`config.mk`:
```
export PLATFORM = sky130hd
export DESIGN_NAME = ysyx_25020047_mem_arb_flat
export DESIGN_NICKNAME = d
export VERILOG_FILES = /design/src/rtl/ysyx_25020047_mem_arb_if.sv /design/src/rtl/ysyx_25020047_mem_arb.sv /design/src/flat_wrapper.sv
export SDC_FILE = /design/constraint.sdc
export NUM_CORES = 1
export LEC_CHECK = 0
export ABC_AREA = 1
export CORE_ASPECT_RATIO = 1.25
export CORE_MARGIN = 2
export CORE_UTILIZATION = 35
export DETAILED_ROUTE_END_ITERATION = 6
export PLACE_DENSITY = 0.77
export SLEW_MARGIN = 15
export SYNTH_ARGS = -nofsm -noshare
export SYNTH_HDL_FRONTEND = slang
export SYNTH_SLANG_ARGS = --single-unit
```
`constraint.sdc`:
```
create_clock -name clk -period 1.52 [get_ports clk]
set_input_delay 0.456 -clock clk [delete_from_list [all_inputs] [get_ports clk]]
set_output_delay 0.456 -clock clk [all_outputs]
set_load 0.03 [all_outputs]
```
`src/rtl/ysyx_25020047_mem_arb_if.sv`:
```
// Bundle of IFU, LSU and memory-side signals around the shared memory port arbiter.
// The arbiter uses the slave modport; whoever drives the requesters and the memory uses master.
interface ysyx_25020047_mem_arb_if #(
  parameter int ADDR_W = 32
);
  logic              ifu_valid;
  logic              ifu_ready;
  logic [ADDR_W-1:0] ifu_addr;
  logic              ifu_rvalid;
  logic              lsu_valid;
  logic              lsu_ready;
  logic [ADDR_W-1:0] lsu_addr;
  logic              lsu_wen;
  logic [31:0]       lsu_wdata;
  logic [3:0]        lsu_wmask;
  logic              lsu_rvalid;
  logic [31:0]       rsp_rdata;
  logic              rsp_err;
  logic              mem_valid;
  logic              mem_ready;
  logic [ADDR_W-1:0] mem_addr;
  logic              mem_wen;
  logic [31:0]       mem_wdata;
  logic [3:0]        mem_wmask;
  logic              mem_rvalid;
  logic [31:0]       mem_rdata;
  logic              mem_err;

  modport slave (
    input  ifu_valid, ifu_addr, lsu_valid, lsu_addr, lsu_wen, lsu_wdata, lsu_wmask,
           mem_ready, mem_rvalid, mem_rdata, mem_err,
    output ifu_ready, ifu_rvalid, lsu_ready, lsu_rvalid, rsp_rdata, rsp_err,
           mem_valid, mem_addr, mem_wen, mem_wdata, mem_wmask
  );

  modport master (
    output ifu_valid, ifu_addr, lsu_valid, lsu_addr, lsu_wen, lsu_wdata, lsu_wmask,
           mem_ready, mem_rvalid, mem_rdata, mem_err,
    input  ifu_ready, ifu_rvalid, lsu_ready, lsu_rvalid, rsp_rdata, rsp_err,
           mem_valid, mem_addr, mem_wen, mem_wdata, mem_wmask
  );
endinterface

```
`src/rtl/ysyx_25020047_mem_arb.sv`:
```
// IFU/LSU round-robin arbiter for the single memory port: one outstanding transaction,
// response routed to the owner, watchdog turns a hung bus access into an error response.
module ysyx_25020047_mem_arb #(
  parameter int TIMEOUT = 255,
  parameter int ADDR_W  = 32
) (
  input logic clk,
  input logic rst_n,
  ysyx_25020047_mem_arb_if.slave bus
);
  localparam int CW = $clog2(TIMEOUT + 1);

  typedef enum logic [1:0] {IDLE, REQ, WAIT, RESP} state_e;

  state_e            state_q, state_d;
  logic [CW-1:0]     cnt_q, cnt_d;
  logic              last_lsu_q, last_lsu_d;
  logic              own_lsu_q, own_lsu_d;
  logic              mem_valid_q, mem_valid_d;
  logic [ADDR_W-1:0] mem_addr_q, mem_addr_d;
  logic              mem_wen_q, mem_wen_d;
  logic [31:0]       mem_wdata_q, mem_wdata_d;
  logic [3:0]        mem_wmask_q, mem_wmask_d;
  logic [31:0]       rsp_rdata_q, rsp_rdata_d;
  logic              rsp_err_q, rsp_err_d;
  logic              ifu_rvalid_q, ifu_rvalid_d;
  logic              lsu_rvalid_q, lsu_rvalid_d;
  logic              grant_ifu, grant_lsu, timeout;

  // On a tie the requester that did not win last time gets the port.
  assign grant_ifu = (state_q == IDLE) && bus.ifu_valid && (!bus.lsu_valid || last_lsu_q);
  assign grant_lsu = (state_q == IDLE) && bus.lsu_valid && (!bus.ifu_valid || !last_lsu_q);
  // Fires one cycle early so the response lands exactly TIMEOUT cycles after mem_valid rose.
  assign timeout   = (cnt_q == CW'(TIMEOUT - 1));

  always_comb begin
    state_d      = state_q;
    cnt_d        = cnt_q;
    last_lsu_d   = last_lsu_q;
    own_lsu_d    = own_lsu_q;
    mem_valid_d  = mem_valid_q;
    mem_addr_d   = mem_addr_q;
    mem_wen_d    = mem_wen_q;
    mem_wdata_d  = mem_wdata_q;
    mem_wmask_d  = mem_wmask_q;
    rsp_rdata_d  = rsp_rdata_q;
    rsp_err_d    = rsp_err_q;
    ifu_rvalid_d = 1'b0;
    lsu_rvalid_d = 1'b0;
    case (state_q)
      IDLE: begin
        if (grant_ifu) begin
          mem_addr_d  = bus.ifu_addr;
          mem_wen_d   = 1'b0;
          mem_wdata_d = 32'h0;
          mem_wmask_d = 4'h0;
          own_lsu_d   = 1'b0;
          last_lsu_d  = 1'b0;
        end else if (grant_lsu) begin
          mem_addr_d  = bus.lsu_addr;
          mem_wen_d   = bus.lsu_wen;
          mem_wdata_d = bus.lsu_wdata;
          mem_wmask_d = bus.lsu_wmask;
          own_lsu_d   = 1'b1;
          last_lsu_d  = 1'b1;
        end
        if (grant_ifu || grant_lsu) begin
          mem_valid_d = 1'b1;
          cnt_d       = '0;
          state_d     = REQ;
        end
      end
      REQ, WAIT: begin
        cnt_d = cnt_q + CW'(1);
        if (state_q == WAIT && bus.mem_rvalid) begin
          rsp_rdata_d  = bus.mem_rdata;
          rsp_err_d    = bus.mem_err;
          ifu_rvalid_d = !own_lsu_q;
          lsu_rvalid_d = own_lsu_q;
          state_d      = RESP;
        end else if (timeout) begin
          mem_valid_d  = 1'b0;
          rsp_rdata_d  = 32'h0;
          rsp_err_d    = 1'b1;
          ifu_rvalid_d = !own_lsu_q;
          lsu_rvalid_d = own_lsu_q;
          state_d      = RESP;
        end else if (state_q == REQ && bus.mem_ready) begin
          mem_valid_d = 1'b0;
          state_d     = WAIT;
        end
      end
      RESP:    state_d = IDLE;
      default: state_d = IDLE;
    endcase
  end

  always_ff @(posedge clk or negedge rst_n) begin
    if (!rst_n) begin
      state_q      <= IDLE;
      cnt_q        <= '0;
      last_lsu_q   <= 1'b1;
      own_lsu_q    <= 1'b0;
      mem_valid_q  <= 1'b0;
      mem_addr_q   <= '0;
      mem_wen_q    <= 1'b0;
      mem_wdata_q  <= 32'h0;
      mem_wmask_q  <= 4'h0;
      rsp_rdata_q  <= 32'h0;
      rsp_err_q    <= 1'b0;
      ifu_rvalid_q <= 1'b0;
      lsu_rvalid_q <= 1'b0;
    end else begin
      state_q      <= state_d;
      cnt_q        <= cnt_d;
      last_lsu_q   <= last_lsu_d;
      own_lsu_q    <= own_lsu_d;
      mem_valid_q  <= mem_valid_d;
      mem_addr_q   <= mem_addr_d;
      mem_wen_q    <= mem_wen_d;
      mem_wdata_q  <= mem_wdata_d;
      mem_wmask_q  <= mem_wmask_d;
      rsp_rdata_q  <= rsp_rdata_d;
      rsp_err_q    <= rsp_err_d;
      ifu_rvalid_q <= ifu_rvalid_d;
      lsu_rvalid_q <= lsu_rvalid_d;
    end
  end

  assign bus.ifu_ready  = grant_ifu;
  assign bus.lsu_ready  = grant_lsu;
  assign bus.ifu_rvalid = ifu_rvalid_q;
  assign bus.lsu_rvalid = lsu_rvalid_q;
  assign bus.rsp_rdata  = rsp_rdata_q;
  assign bus.rsp_err    = rsp_err_q;
  assign bus.mem_valid  = mem_valid_q;
  assign bus.mem_addr   = mem_addr_q;
  assign bus.mem_wen    = mem_wen_q;
  assign bus.mem_wdata  = mem_wdata_q;
  assign bus.mem_wmask  = mem_wmask_q;
endmodule

```
`src/flat_wrapper.sv`:
```
// flat-port wrapper written by rule: the top's interface ports become plain ports
module ysyx_25020047_mem_arb_flat 
#(
  parameter int TIMEOUT = 255,
  parameter int ADDR_W  = 32
)
  (clk, rst_n, bus_ifu_valid, bus_ifu_addr, bus_lsu_valid, bus_lsu_addr, bus_lsu_wen, bus_lsu_wdata, bus_lsu_wmask, bus_mem_ready, bus_mem_rvalid, bus_mem_rdata, bus_mem_err, bus_ifu_ready, bus_ifu_rvalid, bus_lsu_ready, bus_lsu_rvalid, bus_rsp_rdata, bus_rsp_err, bus_mem_valid, bus_mem_addr, bus_mem_wen, bus_mem_wdata, bus_mem_wmask);
  ysyx_25020047_mem_arb_if #(.ADDR_W(ADDR_W)) bus_i ();
  input logic clk;
  input logic rst_n;
  input wire logic [$bits(bus_i.ifu_valid)-1:0] bus_ifu_valid;
  input wire logic [$bits(bus_i.ifu_addr)-1:0] bus_ifu_addr;
  input wire logic [$bits(bus_i.lsu_valid)-1:0] bus_lsu_valid;
  input wire logic [$bits(bus_i.lsu_addr)-1:0] bus_lsu_addr;
  input wire logic [$bits(bus_i.lsu_wen)-1:0] bus_lsu_wen;
  input wire logic [$bits(bus_i.lsu_wdata)-1:0] bus_lsu_wdata;
  input wire logic [$bits(bus_i.lsu_wmask)-1:0] bus_lsu_wmask;
  input wire logic [$bits(bus_i.mem_ready)-1:0] bus_mem_ready;
  input wire logic [$bits(bus_i.mem_rvalid)-1:0] bus_mem_rvalid;
  input wire logic [$bits(bus_i.mem_rdata)-1:0] bus_mem_rdata;
  input wire logic [$bits(bus_i.mem_err)-1:0] bus_mem_err;
  output wire logic [$bits(bus_i.ifu_ready)-1:0] bus_ifu_ready;
  output wire logic [$bits(bus_i.ifu_rvalid)-1:0] bus_ifu_rvalid;
  output wire logic [$bits(bus_i.lsu_ready)-1:0] bus_lsu_ready;
  output wire logic [$bits(bus_i.lsu_rvalid)-1:0] bus_lsu_rvalid;
  output wire logic [$bits(bus_i.rsp_rdata)-1:0] bus_rsp_rdata;
  output wire logic [$bits(bus_i.rsp_err)-1:0] bus_rsp_err;
  output wire logic [$bits(bus_i.mem_valid)-1:0] bus_mem_valid;
  output wire logic [$bits(bus_i.mem_addr)-1:0] bus_mem_addr;
  output wire logic [$bits(bus_i.mem_wen)-1:0] bus_mem_wen;
  output wire logic [$bits(bus_i.mem_wdata)-1:0] bus_mem_wdata;
  output wire logic [$bits(bus_i.mem_wmask)-1:0] bus_mem_wmask;
  assign bus_i.ifu_valid = bus_ifu_valid;
  assign bus_i.ifu_addr = bus_ifu_addr;
  assign bus_i.lsu_valid = bus_lsu_valid;
  assign bus_i.lsu_addr = bus_lsu_addr;
  assign bus_i.lsu_wen = bus_lsu_wen;
  assign bus_i.lsu_wdata = bus_lsu_wdata;
  assign bus_i.lsu_wmask = bus_lsu_wmask;
  assign bus_i.mem_ready = bus_mem_ready;
  assign bus_i.mem_rvalid = bus_mem_rvalid;
  assign bus_i.mem_rdata = bus_mem_rdata;
  assign bus_i.mem_err = bus_mem_err;
  assign bus_ifu_ready = bus_i.ifu_ready;
  assign bus_ifu_rvalid = bus_i.ifu_rvalid;
  assign bus_lsu_ready = bus_i.lsu_ready;
  assign bus_lsu_rvalid = bus_i.lsu_rvalid;
  assign bus_rsp_rdata = bus_i.rsp_rdata;
  assign bus_rsp_err = bus_i.rsp_err;
  assign bus_mem_valid = bus_i.mem_valid;
  assign bus_mem_addr = bus_i.mem_addr;
  assign bus_mem_wen = bus_i.mem_wen;
  assign bus_mem_wdata = bus_i.mem_wdata;
  assign bus_mem_wmask = bus_i.mem_wmask;
  ysyx_25020047_mem_arb #(.TIMEOUT(TIMEOUT), .ADDR_W(ADDR_W)) u_core (.clk(clk), .rst_n(rst_n), .bus(bus_i));
endmodule
```
==> results.json, run 1 <==
{
  "design_area_um2": 8428,
  "hold_violations": 0,
  "power_frac_seq_pct": 27.2,
  "tightest_slew_ns": 0.2525,
  "crit_path_start_kind": "register",
  "grt_busiest_layer": "met2",
  "ff2ff_path_depth": 8,
  "netlist_instances": 572,
  "ys.warnings.count": 0,
  "hp-class": "register to register",
  "finalCritPeriodShare_pct": 124.2,
  "power_frac_comb_pct": 51.0,
  "crit_chain": "inv_2 -> ha_4 -> nand2_4 -> inv_2 -> nand2_2 -> inv_2 -> buf_6",
  "cts_tree": "yes",
  "synthTopCellsByArea": "dfrtp_1, nand2_1, a31oi_1",
  "gp_congestion": 0.8542,
  "synth_fp_nets": 718,
  "fin_nets": 990,
  "syn_area_um2": 5070,
  "antenna_found_initial": 0,
  "seq_area_um2": 2929,
  "maxCapViolCount": 0,
  "grtUsageMet2_pct": 32.85,
  "synth_cell_type_count": 24,
  "cts.path.max_buffers": 2,
  "grt_pass1_vias": 4865,
  "layout_common_cells": "nand2_1, clkdlybuf4s50_1, dfrtp_1, buf_2, inv_1",
  "rsz0062_at_grt": "true",
  "path_max_fanout": 3,
  "crit_top_cell": "inv_2",
  "cts-buffers-inserted": 17,
  "avgSynthCellArea_um2": 8.863,
  "power.density_nw_per_um2": 2324,
  "grt_max_degree": 56,
  "ys_seq_area_share_pct": 57.77,
  "chipHeight_um": 138.6,
  "slew_viol_final": 0,
  "fin_skew_ns": 0.01447,
  "setup_violations": 16,
  "design.core.area_um2": 14290,
  "final_util_pct": 59.00,
  "overflow": 0,
  "arrival_ns": 1.43,
  "fin_hold_ws_ns": 0.4291,
  "crit_slowest_cell": "dfrtp_1",
  "path_class": "register to output pin",
  "multi_input_area_um2": 1839,
  "n_fill_cell": 1246,
  "post-dp-hpwl_mm": 10.63,
  "numClockSinks": 117,
  "clkLatencyLatePin_ns": 0.41,
  "ant_nets": 0,
  "ys_ff_latch": 117,
  "dr.pass1.iters": 4,
  "max_slew_margin_pct": 83.11,
  "status": "complete, but fails checks",
  "drc": 0,
  "gr-usage-met1_pct": 23.46,
  "layout_min_cycle_time_ns": 1.888,
  "first_iter_violations": 269,
  "grt_pass1_wl_mm": 24.31,
  "endpoint_kind": "output pin",
  "rr_startpoint": "u_core.state_q[1]",
  "p_leak_nw": 4.170,
  "dieArea_um2": 15470,
  "htreeDepth": 4,
  "vias": 4956,
  "clkPwrFrac_pct": 21.8,
  "switching_share_pct": 42.91,
  "switchingPower_mw": 8.406,
  "ios": 247,
  "portBuffers": 246,
  "wl_per_cell_um": 15.00,
  "crit_path_start": "u_core.state_q[1]",
  "setup_ws_ns": -0.3683,
  "vdd_drop_max_uv": 1116,
  "ctsRootBufferMaster": "clkbuf_16",
  "diodes": 0,
  "drive_gt1_share_pct": 23.80,
  "rows": 49,
  "crit_end": "bus_lsu_ready",
  "routed_wl_mm": 15.53,
  "start_util_pct": 35.49,
  "synth_top_area_share_pct": 57.26,
  "final_common_cell": "nand2_1",
  "slowest_delay_ns": 0.40,
  "syn_to_final_growth_pct": 66.24,
  "pre_cts_ws_ns": -0.3970,
  "yosysTopAreaCell": "dfrtp_1",
  "grtUsageTotal_pct": 19.40,
  "fp.dieW_um": 111.7,
  "required_ns": 1.06,
  "fmax_mhz": 529.6,
  "use_met3_pct": 5.245,
  "r2r-end": "u_core.bus.mem_wdata[5]",
  "r2r_slack_ns": -0.11,
  "place_area_um2": 7924,
  "clk_pin_slew_ns": 0.06,
  "intPower_mw": 11.18,
  "whs_path_depth": 1,
  "vias_per_cell": 4.788,
  "violations": "negative setup slack"
}
-- area by class of cell --
type / count / area share [%]
Sequential cell: 117 / 34.75
Timing Repair Buffer: 283 / 30.89
Multi-Input combinational cell: 372 / 21.82
Clock buffer: 18 / 5.092
Tap cell: 178 / 2.643
Inverter: 53 / 2.420
Clock inverter: 14 / 2.375
-- cells in the mapped netlist, drive strengths merged --
master / number
nand3: 36
a22o: 11
clkbuf: 3
a21oi: 4
a21o: 1
o21ai: 40
inv: 53
nand4: 3
nand2: 189
ha: 6
dfrtp: 116
a31oi: 33
dfstp: 1
buf: 28
nor2: 46
xnor2: 2
-- flip-flops by register name, indices dropped and copies added, names as in the netlist, 2 cells and up --
register / flops
u_core.bus.rsp_rdata: 32
u_core.bus.mem_wmask: 4
u_core.state_q: 2
u_core.cnt_q: 8
u_core.bus.mem_addr: 32
u_core.bus.mem_wdata: 32
-- worst max-delay path, delay by kind of cell (launching register included) --
family / cells / cell delay (ns)
flops: 1 / 0.40
buf+inv: 4 / 0.32
fa+ha+maj: 1 / 0.16
simple gates: 2 / 0.13
-- what timing repair did --
item,CTS,global route
cloned,0,4
hold buffers,1,0
pin swaps,2,5
endpoints found under the setup margin,95,93
hold endpoints to repair,9,0
gates resized for setup,403,26
setup buffers,2,4
-- layer usage --
metal	up-vias	wire length [um]	share of wire (%)
met5	-	0	0
met4	0	383	2.5
met3	28	1007	6.5
met2	191	7857	51
met1	2356	6281	40
li1	2381	-	-
-- stage by stage --
stage	setup TNS (ns)	power (mW)	std cells
floorplan	0	11.04	572
finish	-1.769	19.59	1035
global placement	-26.72	15.32	993
detailed placement	-28.85	15.52	993
global route	-4.996	20.69	1035
CTS	-0.7434	19.09	1028
-- cell families (layout without fill, tap and decap cells) --
family	count (synthesis)	in the layout	share of synthesized area, %
simple gates	274	275	21.82
flops	117	117	57.77
compound gates	89	89	10.54
xor+xnor	2	2	0.3456
buf+inv	84	368	8.045
fa+ha+maj	6	6	1.481
-- power groups by stage --
stage                     Combinational [mW]  Clock (mW)  Sequential [mW]
after floorplan                         3.24           0             7.80
after global placement                  9.97           0             5.36
after global routing                    10.7        4.50             5.50
after CTS                               9.39        4.37             5.34
after detailed placement                10.1           0             5.39
final                                   9.99        4.27             5.33
-- worst min path at each step --
| stage | startpoint | to |
|---|---|---|
| floorplan | rst_n | u_core.bus.ifu_rvalid |
| global placement | rst_n | u_core.bus.mem_addr[20] |
| detailed placement | rst_n | u_core.bus.mem_addr[20] |
| CTS | rst_n | u_core.bus.mem_addr[20] |
| global route | rst_n | u_core.bus.mem_addr[16] |
| finish | u_core.own_lsu_q | u_core.bus.ifu_rvalid |
No activity file was read; power rests on OpenSTA's default activity.
==> inputs of run 2 (changes only) <==
Settings changed: REMOVE_ABC_BUFFERS set to 1.
==> results.json, run 2 (synthesis gave the netlist of run 1 again) <==
{
  "status": "complete, but fails checks",
  "violations": "negative setup slack",
  "tightest_slew_ns": 0.3448,
  "seq_area_um2": 2929,
  "design_area_um2": 9203,
  "grt_pass1_vias": 4941,
  "crit_path_start_kind": "register",
  "syn_to_final_growth_pct": 81.52,
  "ff2ff_path_depth": 12,
  "htreeDepth": 4,
  "portBuffers": 246,
  "dieArea_um2": 15470,
  "post-dp-hpwl_mm": 10.97,
  "tns_ns": -2.058,
  "place_area_um2": 8069,
  "r2r-end": "u_core.bus.mem_addr[15]",
  "switchingPower_mw": 9.067,
  "dr.pass1.iters": 4,
  "chipHeight_um": 138.6,
  "ios": 247,
  "crit_path_start": "u_core.state_q[0]",
  "cts.path.max_buffers": 2,
  "wl_per_cell_um": 15.85,
  "hp-class": "register to register",
  "setup_ws_ns": -0.3605,
  "dp.cells": 1002,
  "layout_common_cells": "nand2_1, clkdlybuf4s50_1, dfrtp_1, buf_2, buf_4",
  "setup_violations": 34,
  "fin_skew_ns": 0.01444,
  "grt_pass1_wl_mm": 24.54,
  "overflow": 0,
  "clk_pin_slew_ns": 0.06,
  "clkPwrFrac_pct": 19.7,
  "instances_no_fill": 1065,
  "finalPower_mw": 21.64,
  "max_slew_margin_pct": 77.01,
  "path_max_fanout": 4,
  "cts-buffers-inserted": 17,
  "path_class": "register to output pin",
  "antenna_found_initial": 0,
  "final_common_cell": "nand2_1",
  "ant_nets": 0,
  "power_frac_seq_pct": 24.9,
  "ctsRootBufferMaster": "clkbuf_16",
  "hold_violations": 0,
  "vdd_drop_max_uv": 1113,
  "fin_nets": 1021,
  "vias": 5138,
  "slew_viol_final": 0,
  "finalCritPeriodShare_pct": 123.7,
  "n_fill_cell": 1163,
  "switching_share_pct": 41.90,
  "drc": 0,
  "maxCapViolCount": 0,
  "final_util_pct": 64.42,
  "start_util_pct": 35.49,
  "diodes": 0,
  "intPower_mw": 12.57,
  "fmax_mhz": 531.8,
  "numClockSinks": 117,
  "clkLatencyLatePin_ns": 0.41,
  "vias_per_cell": 4.824,
  "power_frac_comb_pct": 55.4,
  "fin_hold_ws_ns": 0.4395,
  "multi_input_area_um2": 1973,
  "required_ns": 1.06,
  "cts_tree": "yes",
  "p_leak_nw": 4.493,
  "rr_startpoint": "u_core.state_q[0]",
  "layout_min_cycle_time_ns": 1.880,
  "design.core.area_um2": 14290,
  "crit_end": "bus_ifu_ready",
  "pre_cts_ws_ns": -0.4046,
  "r2r_slack_ns": -0.12,
  "drive_gt1_share_pct": 28.52,
  "rsz0062_at_grt": "true",
  "arrival_ns": 1.42,
  "endpoint_kind": "output pin",
  "gp_congestion": 0.8047,
  "routed_wl_mm": 16.88,
  "power.density_nw_per_um2": 2352,
  "fp.dieW_um": 111.7,
  "first_iter_violations": 289,
  "rows": 49,
  "grtUsageTotal_pct": 19.79,
  "grt_max_degree": 42
}
-- run 2: worst min-delay path by stage --
stage                           from  slack [ns]  cells after the start                 endpoint
finish              u_core.own_lsu_q        0.44                      1    u_core.bus.ifu_rvalid
global route        u_core.own_lsu_q        0.45                      1    u_core.bus.ifu_rvalid
CTS                 u_core.own_lsu_q        0.43                      1    u_core.bus.ifu_rvalid
detailed placement             rst_n        0.39                      1  u_core.bus.mem_wdata[9]
global placement               rst_n        0.39                      1  u_core.bus.mem_wdata[9]
floorplan                      rst_n        0.16                      0    u_core.bus.ifu_rvalid
-- run 2: layer usage --
metal  part of all wire, %  up-vias  track usage (%)
li1                      -     2462                -
met1                    39     2440            23.27
met2                    53      197            33.49
met3                   5.2       39            4.983
met4                   3.5        0            10.01
met5                     0        -                0
-- run 2: critical path, stage by stage (launching register included) --
cell,delay [ns]
dfrtp_1,0.38
inv_2,0.08
ha_4,0.18
nand2_4,0.05
inv_2,0.06
nand2_4,0.05
inv_4,0.08
buf_6,0.13
-- run 2: power groups by stage --
stage	clock [mW]	sequential [mW]	combinational, mW
after global routing	4.45	5.55	12.7
after global placement	0	5.37	10.4
after floorplan	0	7.80	2.81
after CTS	4.33	5.37	10.3
after detailed placement	0	5.42	10.6
final	4.27	5.39	12.0
-- run 2: what timing repair did --
item	CTS	global route
hold buffers	1	0
setup buffers	7	10
pin swaps	4	12
gates resized for setup	333	61
hold endpoints to repair	19	0
endpoints found under the setup margin	154	104
cloned	3	15
-- run 2: final cells by class --
type,count,area share [%]
Multi-Input combinational cell,374,21.44
Timing Repair Buffer,312,35.23
Clock buffer,17,4.623
Sequential cell,117,31.83
Tap cell,178,2.420
Clock inverter,14,2.189
Inverter,53,2.271
